<file path="src/rtl/fib_index_pkg.sv">
// Shared types, sizes and helpers for the Fibonacci index finder.
package fib_index_pkg;

  typedef enum logic [2:0] {
    IDLE,
    BCD2BIN,
    FIB,
    BIN2BCD,
    DONE
  } state_e;

  localparam int unsigned BCD_W          = 16;
  localparam int unsigned IDX_BCD_W      = 8;
  localparam int unsigned BCD2BIN_CYCLES = 16;
  localparam int unsigned BIN2BCD_CYCLES = 5;
  localparam int unsigned MAX_INDEX      = 20;
  localparam int unsigned CNT_W          = $clog2(BCD2BIN_CYCLES);

  // True when every nibble of the input is a legal decimal digit.
  function automatic logic bcd_digits_valid(input logic [BCD_W-1:0] v);
    logic ok;
    ok = 1'b1;
    for (int i = 0; i < int'(BCD_W / 4); i++) begin
      if (v[4*i +: 4] > 4'd9) ok = 1'b0;
    end
    return ok;
  endfunction

endpackage

</file>
<file path="src/rtl/fibonacci_index_finder_if.sv">
// Start/result handshake between the switch front end and the finder.
interface fibonacci_index_finder_if;
  import fib_index_pkg::*;

  logic                 start_i;
  logic [BCD_W-1:0]     value_bcd_i;
  logic                 ready_o;
  logic                 done_tick_o;
  logic [IDX_BCD_W-1:0] index_bcd_o;
  logic                 exact_o;
  logic                 error_o;

  modport master (
    output start_i, value_bcd_i,
    input  ready_o, done_tick_o, index_bcd_o, exact_o, error_o
  );

  modport slave (
    input  start_i, value_bcd_i,
    output ready_o, done_tick_o, index_bcd_o, exact_o, error_o
  );
endinterface

</file>
<file path="src/rtl/fibonacci_index_finder.sv">
// Finds the largest n with F(n) <= V for a 4-digit BCD V, reporting n in BCD
// and whether V is itself a Fibonacci number.
module fibonacci_index_finder
  import fib_index_pkg::*;
#(
  parameter int unsigned FIB_W = 14,
  parameter int unsigned IDX_W = 5
) (
  input logic                     clk_i,
  input logic                     reset_ni,
  fibonacci_index_finder_if.slave bus
);

  state_e                         state_q, state_d;
  logic [CNT_W-1:0]               cnt_q, cnt_d;
  logic [BCD_W-1:0]               bcd_q, bcd_d;
  logic [BCD_W-1:0]               bin_q, bin_d;
  logic [FIB_W-1:0]               f0_q, f0_d;
  logic [FIB_W-1:0]               f1_q, f1_d;
  logic [IDX_W-1:0]               n_q, n_d;
  logic [IDX_BCD_W-1:0]           index_q, index_d;
  logic                           exact_q, exact_d;
  logic                           error_q, error_d;

  logic [BCD_W-1:0]               bcd_shr;
  logic [IDX_BCD_W+IDX_W-1:0]     dd;

  // Next-state and datapath: BCD->binary, Fibonacci walk, binary->BCD.
  always_comb begin
    state_d = state_q;
    cnt_d   = cnt_q;
    bcd_d   = bcd_q;
    bin_d   = bin_q;
    f0_d    = f0_q;
    f1_d    = f1_q;
    n_d     = n_q;
    index_d = index_q;
    exact_d = exact_q;
    error_d = error_q;
    bcd_shr = '0;
    dd      = '0;

    unique case (state_q)
      IDLE: begin
        if (bus.start_i) begin
          if (bcd_digits_valid(bus.value_bcd_i)) begin
            bcd_d   = bus.value_bcd_i;
            bin_d   = '0;
            error_d = 1'b0;
            cnt_d   = CNT_W'(BCD2BIN_CYCLES - 1);
            state_d = BCD2BIN;
          end else begin
            // Bad digit: one zero-index pass through BIN2BCD clears the index
            // through the normal load path.
            error_d = 1'b1;
            exact_d = 1'b0;
            bcd_d   = '0;
            n_d     = '0;
            cnt_d   = '0;
            state_d = BIN2BCD;
          end
        end
      end

      BCD2BIN: begin
        {bcd_shr, bin_d} = {bcd_q, bin_q} >> 1;
        // After a right shift a digit is either <= 4 or >= 8; the latter
        // picked up 8 from the digit above where 5 was meant.
        for (int i = 0; i < int'(BCD_W / 4); i++) begin
          if (bcd_shr[4*i +: 4] > 4'd4) bcd_shr[4*i +: 4] = bcd_shr[4*i +: 4] - 4'd3;
        end
        bcd_d = bcd_shr;
        cnt_d = cnt_q - 1'b1;
        if (cnt_q == '0) begin
          f0_d    = '0;
          f1_d    = {{(FIB_W-1){1'b0}}, 1'b1};
          n_d     = '0;
          state_d = FIB;
        end
      end

      FIB: begin
        if (f1_q > bin_q[FIB_W-1:0]) begin
          exact_d = (f0_q == bin_q[FIB_W-1:0]);
          bcd_d   = '0;
          cnt_d   = CNT_W'(BIN2BCD_CYCLES - 1);
          state_d = BIN2BCD;
        end else begin
          f0_d = f1_q;
          f1_d = f0_q + f1_q;
          n_d  = n_q + 1'b1;
        end
      end

      BIN2BCD: begin
        dd = {bcd_q[IDX_BCD_W-1:0], n_q};
        for (int i = 0; i < int'(IDX_BCD_W / 4); i++) begin
          if (dd[IDX_W + 4*i +: 4] >= 4'd5) dd[IDX_W + 4*i +: 4] = dd[IDX_W + 4*i +: 4] + 4'd3;
        end
        dd    = dd << 1;
        bcd_d = {{(BCD_W-IDX_BCD_W){1'b0}}, dd[IDX_W +: IDX_BCD_W]};
        n_d   = dd[IDX_W-1:0];
        cnt_d = cnt_q - 1'b1;
        if (cnt_q == '0) begin
          index_d = dd[IDX_W +: IDX_BCD_W];
          state_d = DONE;
        end
      end

      DONE:    state_d = IDLE;
      default: state_d = IDLE;
    endcase
  end

  // State and datapath registers with synchronous active-low reset.
  always_ff @(posedge clk_i) begin
    if (!reset_ni) begin
      state_q <= IDLE;
      cnt_q   <= '0;
      bcd_q   <= '0;
      bin_q   <= '0;
      f0_q    <= '0;
      f1_q    <= '0;
      n_q     <= '0;
      index_q <= '0;
      exact_q <= 1'b0;
      error_q <= 1'b0;
    end else begin
      state_q <= state_d;
      cnt_q   <= cnt_d;
      bcd_q   <= bcd_d;
      bin_q   <= bin_d;
      f0_q    <= f0_d;
      f1_q    <= f1_d;
      n_q     <= n_d;
      index_q <= index_d;
      exact_q <= exact_d;
      error_q <= error_d;
    end
  end

  assign bus.ready_o     = (state_q == IDLE);
  assign bus.done_tick_o = (state_q == DONE);
  assign bus.index_bcd_o = index_q;
  assign bus.exact_o     = exact_q;
  assign bus.error_o     = error_q;

endmodule

</file>
<file path="src/flat_wrapper.sv">
// flat-port wrapper written by rule: the top's interface ports become plain ports
module fibonacci_index_finder_flat import fib_index_pkg::*;
#(
  parameter int unsigned FIB_W = 14,
  parameter int unsigned IDX_W = 5
)
  (clk_i, reset_ni, bus_start_i, bus_value_bcd_i, bus_ready_o, bus_done_tick_o, bus_index_bcd_o, bus_exact_o, bus_error_o);
  fibonacci_index_finder_if bus_i ();
  input logic clk_i;
  input logic reset_ni;
  input wire logic [$bits(bus_i.start_i)-1:0] bus_start_i;
  input wire logic [$bits(bus_i.value_bcd_i)-1:0] bus_value_bcd_i;
  output wire logic [$bits(bus_i.ready_o)-1:0] bus_ready_o;
  output wire logic [$bits(bus_i.done_tick_o)-1:0] bus_done_tick_o;
  output wire logic [$bits(bus_i.index_bcd_o)-1:0] bus_index_bcd_o;
  output wire logic [$bits(bus_i.exact_o)-1:0] bus_exact_o;
  output wire logic [$bits(bus_i.error_o)-1:0] bus_error_o;
  assign bus_i.start_i = bus_start_i;
  assign bus_i.value_bcd_i = bus_value_bcd_i;
  assign bus_ready_o = bus_i.ready_o;
  assign bus_done_tick_o = bus_i.done_tick_o;
  assign bus_index_bcd_o = bus_i.index_bcd_o;
  assign bus_exact_o = bus_i.exact_o;
  assign bus_error_o = bus_i.error_o;
  fibonacci_index_finder #(.FIB_W(FIB_W), .IDX_W(IDX_W)) u_core (.clk_i(clk_i), .reset_ni(reset_ni), .bus(bus_i));
endmodule
</file>
<file path="config.mk">
export PLATFORM = sky130hd
export DESIGN_NAME = fibonacci_index_finder_flat
export DESIGN_NICKNAME = d
export VERILOG_FILES = /design/src/rtl/fib_index_pkg.sv /design/src/rtl/fibonacci_index_finder_if.sv /design/src/rtl/fibonacci_index_finder.sv /design/src/flat_wrapper.sv
export SDC_FILE = /design/constraint.sdc
export NUM_CORES = 1
export LEC_CHECK = 0
export ABC_AREA = 1
export CORE_AREA = 2 2 146 148
export CTS_BUF_LIST = sky130_fd_sc_hd__clkbuf_4 sky130_fd_sc_hd__clkbuf_8
export DETAILED_ROUTE_END_ITERATION = 10
export DIE_AREA = 0 0 148 150
export DONT_BUFFER_PORTS = 1
export SYNTH_ARGS = -nofsm -noshare
export SYNTH_HDL_FRONTEND = slang
export SYNTH_SLANG_ARGS = --single-unit
</file>
<file path="constraint.sdc">
create_clock -name clk_i -period 1.9 [get_ports clk_i]
set_input_delay 0.38 -clock clk_i [delete_from_list [all_inputs] [get_ports clk_i]]
set_output_delay 0.38 -clock clk_i [all_outputs]
set_load 0.02 [all_outputs]
</file>
* Word-level counts from Yosys, hierarchy flattened *
Index checks and enable logic that the tools add are counted.

word-level totals
  bits in registers = 82
  input bits = 19
  output and inout bits = 12
  word-level logic and storage cells = 104

cells by class
  add/sub/neg operators = 9
  magnitude comparators = 11
  equality and inequality tests = 12
  muxes and demuxes = 45
  reduce and logical (&&, ||, !) cells = 17

operator list
  cell                 count
  $mux 16              5
  $pmux 16 s4          1
  $mux 14              4
  $pmux 14 s2          2
  $mux 4               8
  $pmux 16 s2          1
  $mux 5               4
  $pmux 5 s4           1
  $gt 4x4->1 const B   4
  $mux 3               5
  $add 14x14->14       1
  $eq 14x14->1         1
  $gt 14x14->1         1
  $gt 4x3->1 const B   3
  $pmux 3 s4           1
  $pmux 4 s3           1
  $reduce_and 3->1     4
  $sub 4x2->4 const B  3
  $mux 1               10
  $ge 4x3->1 const B   2
  $ne 2x1->1 const B   4
  $reduce_and 4->1     2
  $eq 3x2->1 const B   2
  $ne 2x2->1 const B   3
  18 further kinds     21

* Depth between registers and ports, before layout *
Gate-level depths: netlist of the first run.

  word-level depth = 10
  depth in mapped cells = 16
  gate-level depth less buffers = 15

* Least setup slack after synthesis of the first run *
OpenSTA, ideal clock, no wires.

  kind = register -> register
  start = register u_core.f0_q[0]
  end = register u_core.f1_q[12]
  setup time = 0.113 ns
  arrival time = 1.712 ns
  required time = 1.787 ns
  path slack = 0.075 ns
  cell stages (with the launch flop) = 16
  buffers on the path = 0
  period minus slack after synthesis = 1.825 ns
  cells stage by stage = dfxtp_1 > ha_1 > inv_1 > fa_1 > inv_1 > nand3_1 > nand3_1 > nand2_1 > nand2_1 > nand2_1 > nand2_1 > nand2_1 > nand2_1 > nor2_1 > nor2_1 > nor2_1

between the ends
  longest elaborated chain between the ends = 3

RTL lines
  item                    RTL line                       source
  from (decl)             fibonacci_index_finder.sv:18   logic [FIB_W-1:0] f0_q, f0_d;
  from (signal assigned)  fibonacci_index_finder.sv:122  f0_q <= '0;
  from (signal assigned)  fibonacci_index_finder.sv:133  f0_q <= f0_d;
  $add 14x14->14          fibonacci_index_finder.sv:90   f1_d = f0_q + f1_q;
  $mux 14                 fibonacci_index_finder.sv:83   if (f1_q > bin_q[FIB_W-1:0]) begin
  $pmux 14 s2             fibonacci_index_finder.sv:43   unique case (state_q)
  to (signal assigned)    fibonacci_index_finder.sv:123  f1_q <= '0;
  to (signal assigned)    fibonacci_index_finder.sv:134  f1_q <= f1_d;
  to (decl)               fibonacci_index_finder.sv:19   logic [FIB_W-1:0] f1_q, f1_d;

No other way between the ends. The select of a mux whose other input is x is not followed.
A chain may end at the register's enable or synchronous reset.

* Final worst setup path of the first run *
  start = register u_core.f1_q[13]
  end = register u_core.state_q[0]

between the ends
  longest elaborated chain between the ends = 3

RTL lines
  item                               RTL line                       source
  $gt 14x14->1                       fibonacci_index_finder.sv:83
  $ne 2x1->1 (no source line)        -
  $reduce_and 4->1 (no source line)  -
  to (signal assigned)               fibonacci_index_finder.sv:129  state_q <= state_d;
  to (decl)                          fibonacci_index_finder.sv:14   state_e state_q, state_d;

No other way between the ends.

==> impl_metrics.env, run 1 <==
export IMPL_reg2reg_slack_ns=-0.03
export IMPL_critPathRequiredTime_ns=2.17
export IMPL_wl_per_cell_um=12.9
export IMPL_grt_first_pass_wirelength_um=24400
export IMPL_io_pins=31
export IMPL_crit_start="u_core.f1_q[13]"
export IMPL_yosysSeqAreaShare_pct=29.8
export IMPL_critPathKind="flip-flop to flip-flop"
export IMPL_setup_slack_ns=-0.0299
export IMPL_worst_slew_pin_slew_ns=0.516
export IMPL_critical_path_arrival_ns=2.20
export IMPL_num_nets_final=966
export IMPL_setup_violations=15
export IMPL_grt_pass1_vias=5055
export IMPL_first_iter_violations=293
export IMPL_grt_overflow_total=0
export IMPL_status="finished with violations"
export IMPL_max_slew_margin_pct=65.5
export IMPL_cts_path_max_buffers=2
export IMPL_yosys_area_top_type="dfxtp_1"
export IMPL_crit_end="u_core.state_q[0]"
export IMPL_ant_nets=0
export IMPL_synth_seq_cells=82
export IMPL_clock_tree_root_cell="clkbuf_8"
export IMPL_peakVddDrop_uv=572
export IMPL_r2r_end="u_core.state_q[0]"
export IMPL_clock_skew_ns=0.0147
export IMPL_failed_checks="negative setup slack"
export IMPL_placedCellCount=1163
export IMPL_period_share_pct=102
export IMPL_slew_violations=0
export IMPL_setup_worst_path_end_class="flip-flop"
export IMPL_rsz0062_at_grt="true"
export IMPL_clkTransAtPathRegs_ns=0.09
export IMPL_ctsHoldBuffers=0
export IMPL_area_growth_pct=24.0
export IMPL_cts_htree_levels=3
export IMPL_max_freq_ghz=0.518
export IMPL_drc=0
export IMPL_hold_ws_ns=0.123
export IMPL_cts_setup_buffers=0
export IMPL_slowest_stage="dfxtp_1"
export IMPL_layout_cells_non_filler=1183
export IMPL_firstDrtPassIters=4
export IMPL_worst_path_max_fanout=7
export IMPL_gp_routability_congestion=0.848
export IMPL_synth_area_sq_um=5510
export IMPL_p_leak_nw=3.06
export IMPL_syn_num_nets=919
export IMPL_reg2regPathDepth=13
export IMPL_layout_drive_gt1_share_pct=20.9
export IMPL_clkLatencyLatePin_ns=0.37
export IMPL_cpPeakStageDelay_ns=0.36
export IMPL_yosysTopAreaCellShare_pct=29.8
export IMPL_fin_crit_ns=1.93
export IMPL_vias=5420
export IMPL_antenna_cells=0
export IMPL_cts_tree="done"
export IMPL_routed_via_density=4.58
export IMPL_gr_usage_all_layers_pct=13.6
export IMPL_dpl_hpwl_um=10800
export IMPL_path_cells="ha_4 > nand2_4 > nor2_4 > inv_2 > nor2_4 > nand4_1 > nand2_2 > nand2_8 > nand2_8 > clkbuf_16 > nand2_1 > nand2_1 > nor2_1"
export IMPL_ys_warn_count=0
export IMPL_num_rows=53
export IMPL_cp_start_kind="flip-flop"
export IMPL_power_density_nw_per_um2=1260
export IMPL_die_h_um=150
export IMPL_syn_area_per_cell_sq_um=6.44
export IMPL_grt_max_degree=52
export IMPL_cts_sinks=82
export IMPL_hold_violations=0
export IMPL_drv_cap=0
export IMPL_synth_area_leaders="dfxtp_1 30%, nand2_1 18%, ha_1 9.8%"
export IMPL_initial_utilization_pct=26.6
export IMPL_finalPower_mw=8.64
export IMPL_dieArea_sq_um=22200
export IMPL_r2r_start="u_core.f1_q[13]"
export IMPL_min_path_type="input pin to flip-flop"
export IMPL_dieWidth_um=148
export IMPL_coreArea_sq_um=20700
export IMPL_numCtsBuffers=9
export IMPL_routed_wl_um=15300
export IMPL_port_buffers=0
export IMPL_yosys_cell_types_count=35
export IMPL_netlist_instances=856
export IMPL_antenna_found_initial=0
==> logic make-up after synthesis <==
| kind of cell | count (synthesis) | share of synthesized area [%] |
|---|---|---|
| AO/OA/AOI/OAI | 128 | 12.6 |
| XOR/XNOR | 16 | 2.54 |
| adder cells (fa/ha/maj) | 44 | 10.1 |
| buffers and inverters | 142 | 10.7 |
| flip-flops | 82 | 29.8 |
| AND/OR/NAND/NOR | 444 | 34.2 |
==> what timing repair did <==
item,in CTS,in global routing
gates cloned,0,4
resized for setup,10,97
setup endpoints to repair,55,73
endpoints found under the hold margin,0,0
pin swaps,3,32
==> final cells by class <==
| type | instances | area [sq um] |
|---|---|---|
| inverters | 115 | 442 |
| repair buffers | 63 | 598 |
| clock inverters | 6 | 66.3 |
| flip-flops and latches | 82 | 1660 |
| well taps | 275 | 344 |
| clock buffers | 10 | 131 |
| fillers | 2284 | 13900 |
| multi-input cells | 632 | 3590 |
==> cells in the mapped netlist (all sizes together) <==
library cell  count
nand2           267
inv             114
dfxtp            82
nor2             80
a21oi            76
nand3            62
ha               43
o21ai            36
buf              17
nand4            16
xnor2            11
clkbuf           10
o211ai            9
nor3              8
nand3b            5
or2               5
xor2              5
o21a              2
a211oi            1
a21boi            1
a22o              1
a32o              1
and2              1
clkinv            1
fa                1
o22ai             1
==> sequential cells by signal, indices dropped and copies added, names as in the netlist <==
signal / flops
u_core.n_q: 5
u_core.cnt_q: 4
u_core.f0_q: 14
u_core.bus.exact_o: 1
u_core.bin_q: 16
u_core.bus.error_o: 1
u_core.bcd_q: 16
u_core.f1_q: 14
u_core.state_q: 3
u_core.bus.index_bcd_o: 8
==> power breakdown <==
part / switching, mW / leakage (nW) / internal [mW] / total, mW
Clock: 0.695 / 0.0923 / 0.625 / 1.32
Combinational: 2.97 / 2.30 / 1.98 / 4.95
Sequential: 0.351 / 0.675 / 2.02 / 2.37
Total: 4.01 / 3.06 / 4.63 / 8.64
==> worst max-delay path: cells and delay by family, from the launching register on <==
| family | cells | cell delay, ns |
|---|---|---|
| fa+ha+maj | 1 | 0.30 |
| flops | 1 | 0.36 |
| simple gates | 10 | 0.99 |
| buf+inv | 2 | 0.20 |
==> stage by stage <==
| step | cell area (sq um) | utilization, % | worst slack [ns] | TNS, ns |
|---|---|---|---|---|
| finish | 6830 | 33.0 | -0.0299 | -0.195 |
| global route | 6830 | 33.0 | -0.175 | -7.29 |
| CTS | 6420 | 31.0 | -0.00324 | -0.00501 |
| detailed placement | 6190 | 29.9 | -0.113 | -2.48 |
| global placement | 6190 | 29.9 | -0.0261 | -0.0737 |
| floorplan | 5510 | - | 0.0754 | 0 |
==> cells in the final DEF (no fill, tap or decap), drive strengths merged <==
cell type / count
o21ai: 36
dfxtp: 82
and2: 1
nand4: 16
o211ai: 9
a22o: 1
bufinv: 1
ha: 43
xnor2: 11
a211oi: 1
clkbuf: 13
or2: 5
o21a: 2
a21boi: 1
nor3: 8
a32o: 1
nand3: 62
o22ai: 1
clkinv: 2
xor2: 5
nand2: 267
nor2: 80
inv: 115
clkinvlp: 3
nand3b: 5
a21oi: 76
buf: 60
fa: 1
==> how the worst min path moves through the flow <==
stage / startpoint / endpoint / slack, ns / cells past startpoint
3_3_place_gp: u_core.bcd_q[11] / u_core.bcd_q[11] / 0.45 / 2
5_1_grt: reset_ni / u_core.f1_q[11] / 0.11 / 2
2_1_floorplan: u_core.bcd_q[11] / u_core.bcd_q[11] / 0.44 / 2
6_report: reset_ni / u_core.f1_q[11] / 0.12 / 2
4_1_cts: reset_ni / u_core.f1_q[13] / 0.11 / 2
3_5_place_dp: u_core.bin_q[15] / u_core.bin_q[15] / 0.46 / 2
==> routing by layer <==
layer | routed length, um | global-route usage (%)
met1 | 7110 | 17.8
met2 | 7320 | 22.7
met3 | 644 | 2.77
met4 | 221 | 3.95
met5 | 0 | 0
Note: power is estimated with default switching activity, not from simulation.
==> inputs of run 2 (changes only) <==
--- a/config.mk
+++ b/config.mk
@@ -6,10 +6,10 @@
 export NUM_CORES = 1
 export LEC_CHECK = 0
-export ABC_AREA = 1
-export CORE_AREA = 2 2 146 148
+export CORE_AREA = 2 2 138 140
 export CTS_BUF_LIST = sky130_fd_sc_hd__clkbuf_4 sky130_fd_sc_hd__clkbuf_8
 export DETAILED_ROUTE_END_ITERATION = 10
-export DIE_AREA = 0 0 148 150
+export DIE_AREA = 0 0 140 142
 export DONT_BUFFER_PORTS = 1
+export SETUP_SLACK_MARGIN = 0.15
 export SYNTH_ARGS = -nofsm -noshare
 export SYNTH_HDL_FRONTEND = slang
==> constraint.sdc (replaced) <==
create_clock -name clk_i -period 1.9 [get_ports clk_i]
set_input_delay 0.38 -clock clk_i [delete_from_list [all_inputs] [get_ports clk_i]]
set_output_delay 0.38 -clock clk_i [all_outputs]
set_load 0.05 [all_outputs]
==> impl_metrics.env, run 2 <==
export IMPL_status="finished with violations"
export IMPL_failed_checks="design-rule violations, negative setup slack"
export IMPL_dpl_hpwl_um=10100
export IMPL_layout_drive_gt1_share_pct=41.9
export IMPL_peakVddDrop_uv=546
export IMPL_cts_sinks=82
export IMPL_synth_seq_cells=82
export IMPL_syn_area_per_cell_sq_um=8.20
export IMPL_synth_compound_area_share_pct=26.4
export IMPL_synth_ff_type="dfxtp_1"
export IMPL_numCtsBuffers=9
export IMPL_port_buffers=0
export IMPL_layout_cells_non_filler=945
export IMPL_max_slew_margin_pct=62.6
export IMPL_placedCellCount=908
export IMPL_antenna_found_initial=0
export IMPL_setup_slack_ns=-0.275
export IMPL_synth_common_cells="82 x dfxtp_1, 70 x nor2_1, 51 x a21oi_1"
export IMPL_netlist_instances=600
export IMPL_layout_common_cells="102 x buf_4, 62 x nor2_1, 54 x dfxtp_1"
export IMPL_clkTransAtPathRegs_ns=0.10
export IMPL_hold_violations=0
export IMPL_gp_routability_congestion=0.838
export IMPL_synth_top_family_by_area="compound AO/OA/AOI/OAI gates"
export IMPL_num_rows=50
export IMPL_routed_via_density=5.05
export IMPL_synth_xor_xnor_area_share_pct=5.52
export IMPL_die_h_um=142
export IMPL_reg_top3="u_core.bcd_q (16), u_core.bin_q (16)"
export IMPL_worst_path_max_fanout=12
export IMPL_whs_path_depth=1
export IMPL_hold_ws_ns=0.120
export IMPL_setup_violations=55
export IMPL_num_nets_final=769
export IMPL_syn_num_nets=663
export IMPL_critical_path_arrival_ns=2.44
export IMPL_ant_nets=0
export IMPL_yosys_area_top_type="dfxtp_1"
export IMPL_drc=6
export IMPL_period_share_pct=114
export IMPL_yosys_cell_types_count=59
export IMPL_area_growth_pct=46.8
export IMPL_setup_tns_final_ns=-11.59
export IMPL_dieWidth_um=140
export IMPL_finalPower_mw=8.92
export IMPL_cts_path_max_buffers=2
export IMPL_worst_slew_pin_slew_ns=0.560
export IMPL_gr_usage_all_layers_pct=15.0
export IMPL_grt_overflow_total=0
export IMPL_antenna_cells=0
export IMPL_grt_max_degree=27
export IMPL_routed_wl_um=14700
export IMPL_synth_edf_count=0
export IMPL_power_density_nw_per_um2=1230
export IMPL_layout_commonest_cell="buf_4"
export IMPL_yosysSeqAreaShare_pct=33.4
export IMPL_clock_skew_ns=0.0180
export IMPL_seq_area_sq_um=1680
export IMPL_setup_worst_path_end_class="flip-flop"
export IMPL_initial_utilization_pct=26.7
export IMPL_synth_simple_area_share_pct=15.7
export IMPL_yosys_cell_count_top_type="dfxtp_1"
export IMPL_first_iter_violations=304
export IMPL_multi_input_area_sq_um=3720
export IMPL_synth_area_sq_um=4920
export IMPL_slew_violations=0
export IMPL_p_leak_nw=2.72
export IMPL_max_freq_ghz=0.460
export IMPL_rsz0062_at_grt="true"
export IMPL_synthArstFlopShare_pct=0
export IMPL_critPathKind="flip-flop to flip-flop"
export IMPL_cts_htree_levels=3
export IMPL_yosys_area_share_adder_pct=11.3
export IMPL_io_pins=31
export IMPL_drv_cap=0
export IMPL_firstDrtPassIters=8
export IMPL_grt_first_pass_wirelength_um=23800
export IMPL_fin_crit_ns=2.17
export IMPL_vias=4774
export IMPL_min_path_type="input pin to flip-flop"
export IMPL_grt_pass1_vias=4692
export IMPL_wl_per_cell_um=15.5
export IMPL_cts_tree="done"
export IMPL_yosysTopAreaCellShare_pct=33.4
export IMPL_synth_area_leaders="dfxtp_1 33%, ha_1 11%, xnor2_1 5.5%"
export IMPL_fillers=1803
export IMPL_critPathRequiredTime_ns=2.17
export IMPL_reg2regPathDepth=11
export IMPL_dieArea_sq_um=19900
export IMPL_ctsHoldBuffers=0
export IMPL_clock_tree_root_cell="clkbuf_8"
export IMPL_cp_start_kind="flip-flop"
export IMPL_coreArea_sq_um=18500
export IMPL_clkLatencyLatePin_ns=0.39
export IMPL_muxShareOfSynthArea_pct=1.25
export IMPL_ys_warn_count=0
==> run 2: final cells by class <==
cell class	instances	share of cell area, %
well taps	234	4.05
repair buffers	127	16.2
inverters	42	2.18
clock buffers	9	1.71
flip-flops and latches	82	23.3
clock inverters	7	1.06
multi-input cells	444	51.5
==> run 2: stage by stage <==
stage | worst slack (ns) | utilization [%] | area [sq um]
after floorplan | -0.127 | - | 5320
after CTS | -0.288 | 37.8 | 6980
after detailed placement | -0.378 | 33.9 | 6250
final | -0.275 | 39.1 | 7220
after global routing | -0.372 | 39.1 | 7220
after global placement | -0.320 | 33.9 | 6250
==> run 2: worst paths after layout <==
kind                               endpoint             start  slack [ns]
setup / recovery           u_core.bcd_q[10]  u_core.bin_q[11]       -0.27
hold / removal    u_core.bus.index_bcd_o[5]          reset_ni        0.12
setup reg to reg           u_core.bcd_q[10]  u_core.bin_q[11]       -0.27
hold reg to reg            u_core.bcd_q[15]  u_core.bcd_q[15]        0.48
==> run 2: layer usage <==
layer  part of all wire (%)  vias to the layer above  global-route usage [%]
met4                    2.0                        0                    4.15
met2                     49                      100                    25.5
li1                       -                     2374                       -
met5                      0                        -                       0
met1                     45                     2275                    18.7
met3                    4.5                       25                    4.24
==> run 2: kinds of logic (layout without fill, tap and decap cells) <==
kind of cell    after synthesis  after routing
compound gates              196            197
simple gates                166            166
flops                        82             82
buf+inv                      75            185
fa+ha+maj                    44             44
xor+xnor                     31             31
mux                           6              6
==> run 2: critical path: stages, from the launching register on <==
cell and delay (ns):
dfxtp_2 0.35, inv_2 0.04, ha_4 0.27, nand2_4 0.06, nor4_4 0.32, o31ai_2 0.12
a22oi_2 0.20, buf_6 0.16, o21ai_4 0.10, buf_12 0.18, a221oi_4 0.18, a211oi_1 0.07
==> run 2: report_power, final <==
part / leakage (nW) / switching, mW / internal [mW]
Clock: 0.0966 / 0.718 / 0.618
Combinational: 1.94 / 2.73 / 2.47
Sequential: 0.680 / 0.389 / 1.99
==> run 2: what timing repair did <==
action	4_1_cts	5_1_grt
buffers inserted	11	5
pin swaps	27	18
setup endpoints to repair	57	71
resized for setup	77	42
gates cloned	4	1
==> inputs of run 3 (changes only) <==
Settings changed: ABC_CLOCK_PERIOD_IN_PS from default to 1900, TNS_END_PERCENT from default to 30.
==> impl_metrics.env, run 3 (synthesis results as in run 2) <==
export IMPL_status="finished with violations"
export IMPL_failed_checks="design-rule violations, negative setup slack"
export IMPL_hold_violations=0
export IMPL_cts_tree="done"
export IMPL_peakVddDrop_uv=576
export IMPL_layout_drive_gt1_share_pct=36.8
export IMPL_layout_commonest_cell="buf_4"
export IMPL_area_growth_pct=42.0
export IMPL_drv_cap=0
export IMPL_cts_path_max_buffers=2
export IMPL_clkTransAtPathRegs_ns=0.10
export IMPL_seqPwrFrac_pct=26.9
export IMPL_period_share_pct=115
export IMPL_clock_tree_root_cell="clkbuf_8"
export IMPL_initial_utilization_pct=26.7
export IMPL_fin_crit_ns=2.19
export IMPL_gp_routability_congestion=0.837
export IMPL_coreArea_sq_um=18500
export IMPL_num_nets_final=764
export IMPL_share_comb_of_total_power_pct=55.5
export IMPL_rsz0062_at_grt="true"
export IMPL_setup_violations=55
export IMPL_ctsHoldBuffers=0
export IMPL_vias=4792
export IMPL_critical_path_arrival_ns=2.49
export IMPL_holdCritStartpoint="reset_ni"
export IMPL_clock_skew_ns=0.0185
export IMPL_grt_first_pass_wirelength_um=24300
export IMPL_first_iter_violations=244
export IMPL_reg2reg_slack_ns=-0.29
export IMPL_numCtsBuffers=9
export IMPL_dpl_hpwl_um=10200
export IMPL_routed_via_density=5.10
export IMPL_clkPwrFrac_pct=17.6
export IMPL_cp_start_kind="flip-flop"
export IMPL_swShare_pct=43.0
export IMPL_final_core_util_pct=37.9
export IMPL_io_pins=31
export IMPL_fillers=1835
export IMPL_hold_end="u_core.bus.index_bcd_o[5]"
export IMPL_switchingPower_mw=3.73
export IMPL_cts_htree_levels=3
export IMPL_firstDrtPassIters=8
export IMPL_path_delay_family="simple AND/OR/NAND/NOR gates"
export IMPL_routed_wl_um=14800
export IMPL_r2r_end="u_core.f0_q[1]"
export IMPL_multi_input_area_sq_um=3540
export IMPL_path_depth=11
export IMPL_dieArea_sq_um=19900
export IMPL_post_place_ws_ns=-0.369
export IMPL_slew_violations=0
export IMPL_max_freq_ghz=0.457
export IMPL_worst_path_max_fanout=5
export IMPL_worst_slew_pin_slew_ns=0.559
export IMPL_critPathKind="flip-flop to flip-flop"
export IMPL_grt_overflow_total=0
export IMPL_path_cells="inv_1 > ha_4 > nand2_4 > nor4_4 > buf_4 > a22oi_2 > buf_4 > nor2_4 > clkbuf_16 > a22oi_2 > nor2_1"
export IMPL_dieWidth_um=140
export IMPL_cpPeakStageDelay_ns=0.33
export IMPL_r2r_start="u_core.bin_q[6]"
export IMPL_antenna_found_initial=0
export IMPL_p_int_mw=4.95
export IMPL_num_rows=50
export IMPL_max_slew_margin_pct=62.7
export IMPL_whs_path_depth=1
export IMPL_min_path_type="input pin to flip-flop"
export IMPL_layout_common_cells="104 x buf_4, 66 x nor2_1, 63 x dfxtp_1"
export IMPL_critPathRequiredTime_ns=2.20
export IMPL_grt_pass1_vias=4776
export IMPL_reg2regPathDepth=11
export IMPL_cts_sinks=82
export IMPL_ant_nets=0
export IMPL_clkLatencyLatePin_ns=0.38
export IMPL_seq_area_sq_um=1670
export IMPL_port_buffers=0
export IMPL_slowest_stage="dfxtp_2"
export IMPL_path_buf_inv=4
export IMPL_die_h_um=142
export IMPL_setup_slack_ns=-0.287
export IMPL_reg_top3="u_core.bcd_q (16), u_core.bin_q (16)"
export IMPL_drc=6
export IMPL_antenna_cells=0
export IMPL_grt_max_degree=31
export IMPL_power_density_nw_per_um2=1240
export IMPL_wl_per_cell_um=15.8
export IMPL_setup_worst_path_end_class="flip-flop"
export IMPL_gr_usage_all_layers_pct=15.2
export IMPL_p_leak_nw=2.70
run 3: cell count changes in the layout (fill, tap and decap cells not counted), moves of 5 or more:
cell | before | now
ha_1 | 24 | 29
dfxtp_2 | 25 | 18
dfxtp_1 | 54 | 63
ha_4 | 18 | 13
buf_6 | 14 | 8
run 3: per-layer routing:
| layer | track usage [%] | part of all wire (%) |
|---|---|---|
| met1 | 19.7 | 46 |
| met2 | 26.1 | 48 |
| met3 | 2.86 | 4.7 |
| met4 | 4.36 | 1.4 |
| met5 | 0 | 0 |
run 3: power by group through the flow:
stage | sequential (mW) | clock [mW] | combinational, mW
6_report | 2.34 | 1.53 | 4.82
5_1_grt | 2.38 | 1.63 | 5.18
4_1_cts | 2.33 | 1.55 | 4.52
3_5_place_dp | 2.35 | 0 | 3.83
3_3_place_gp | 2.35 | 0 | 3.79
2_1_floorplan | 2.28 | 0 | 2.67
run 3: layout make-up:
type                            count  area share, %
Multi-Input combinational cell    444           50.6
Sequential cell                    82           23.9
Timing Repair Buffer              122           15.7
Tap cell                          234           4.19
Inverter                           42           2.26
Clock buffer                       11           2.17
Clock inverter                      5           1.22
run 3: per-stage QoR:
step | power, mW | hold WS (ns) | cells | setup TNS [ns] | area [sq um]
global route | 9.18 | 0.104 | 940 | -18.95 | 6990
CTS | 8.40 | 0.113 | 939 | -11.98 | 6860
floorplan | 4.95 | 0.437 | 600 | -3.30 | 5150
finish | 8.68 | 0.124 | 940 | -10.72 | 6990
global placement | 6.14 | 0.477 | 913 | -10.92 | 6160
detailed placement | 6.18 | 0.481 | 913 | -14.50 | 6160
run 3: worst register-to-register path: cells and delay by family (launching register included):
kind,cells,cell delay (ns)
DFF,1,0.33
and+or+nand+nor,4,0.74
buffers and inverters,4,0.63
adders and majority gates,1,0.27
AOI/OAI and AO/OA,2,0.17
run 3: what timing repair did:
action                     4_1_cts  5_1_grt
buffers inserted                 6        0
cloned                           4        1
gates resized for setup         72       26
setup endpoints to repair       56       61
pin swaps                       39       12
run 3: worst max path at each step:
stage / startpoint / to / slack [ns]
finish: u_core.bin_q[6] / u_core.f0_q[1] / -0.29
global route: u_core.bin_q[7] / u_core.f1_q[3] / -0.42
CTS: u_core.bin_q[11] / u_core.f0_q[11] / -0.29
detailed placement: u_core.f1_q[0] / u_core.f1_q[12] / -0.37
global placement: u_core.f1_q[0] / u_core.f1_q[13] / -0.32
floorplan: u_core.bin_q[3] / u_core.f0_q[1] / -0.13
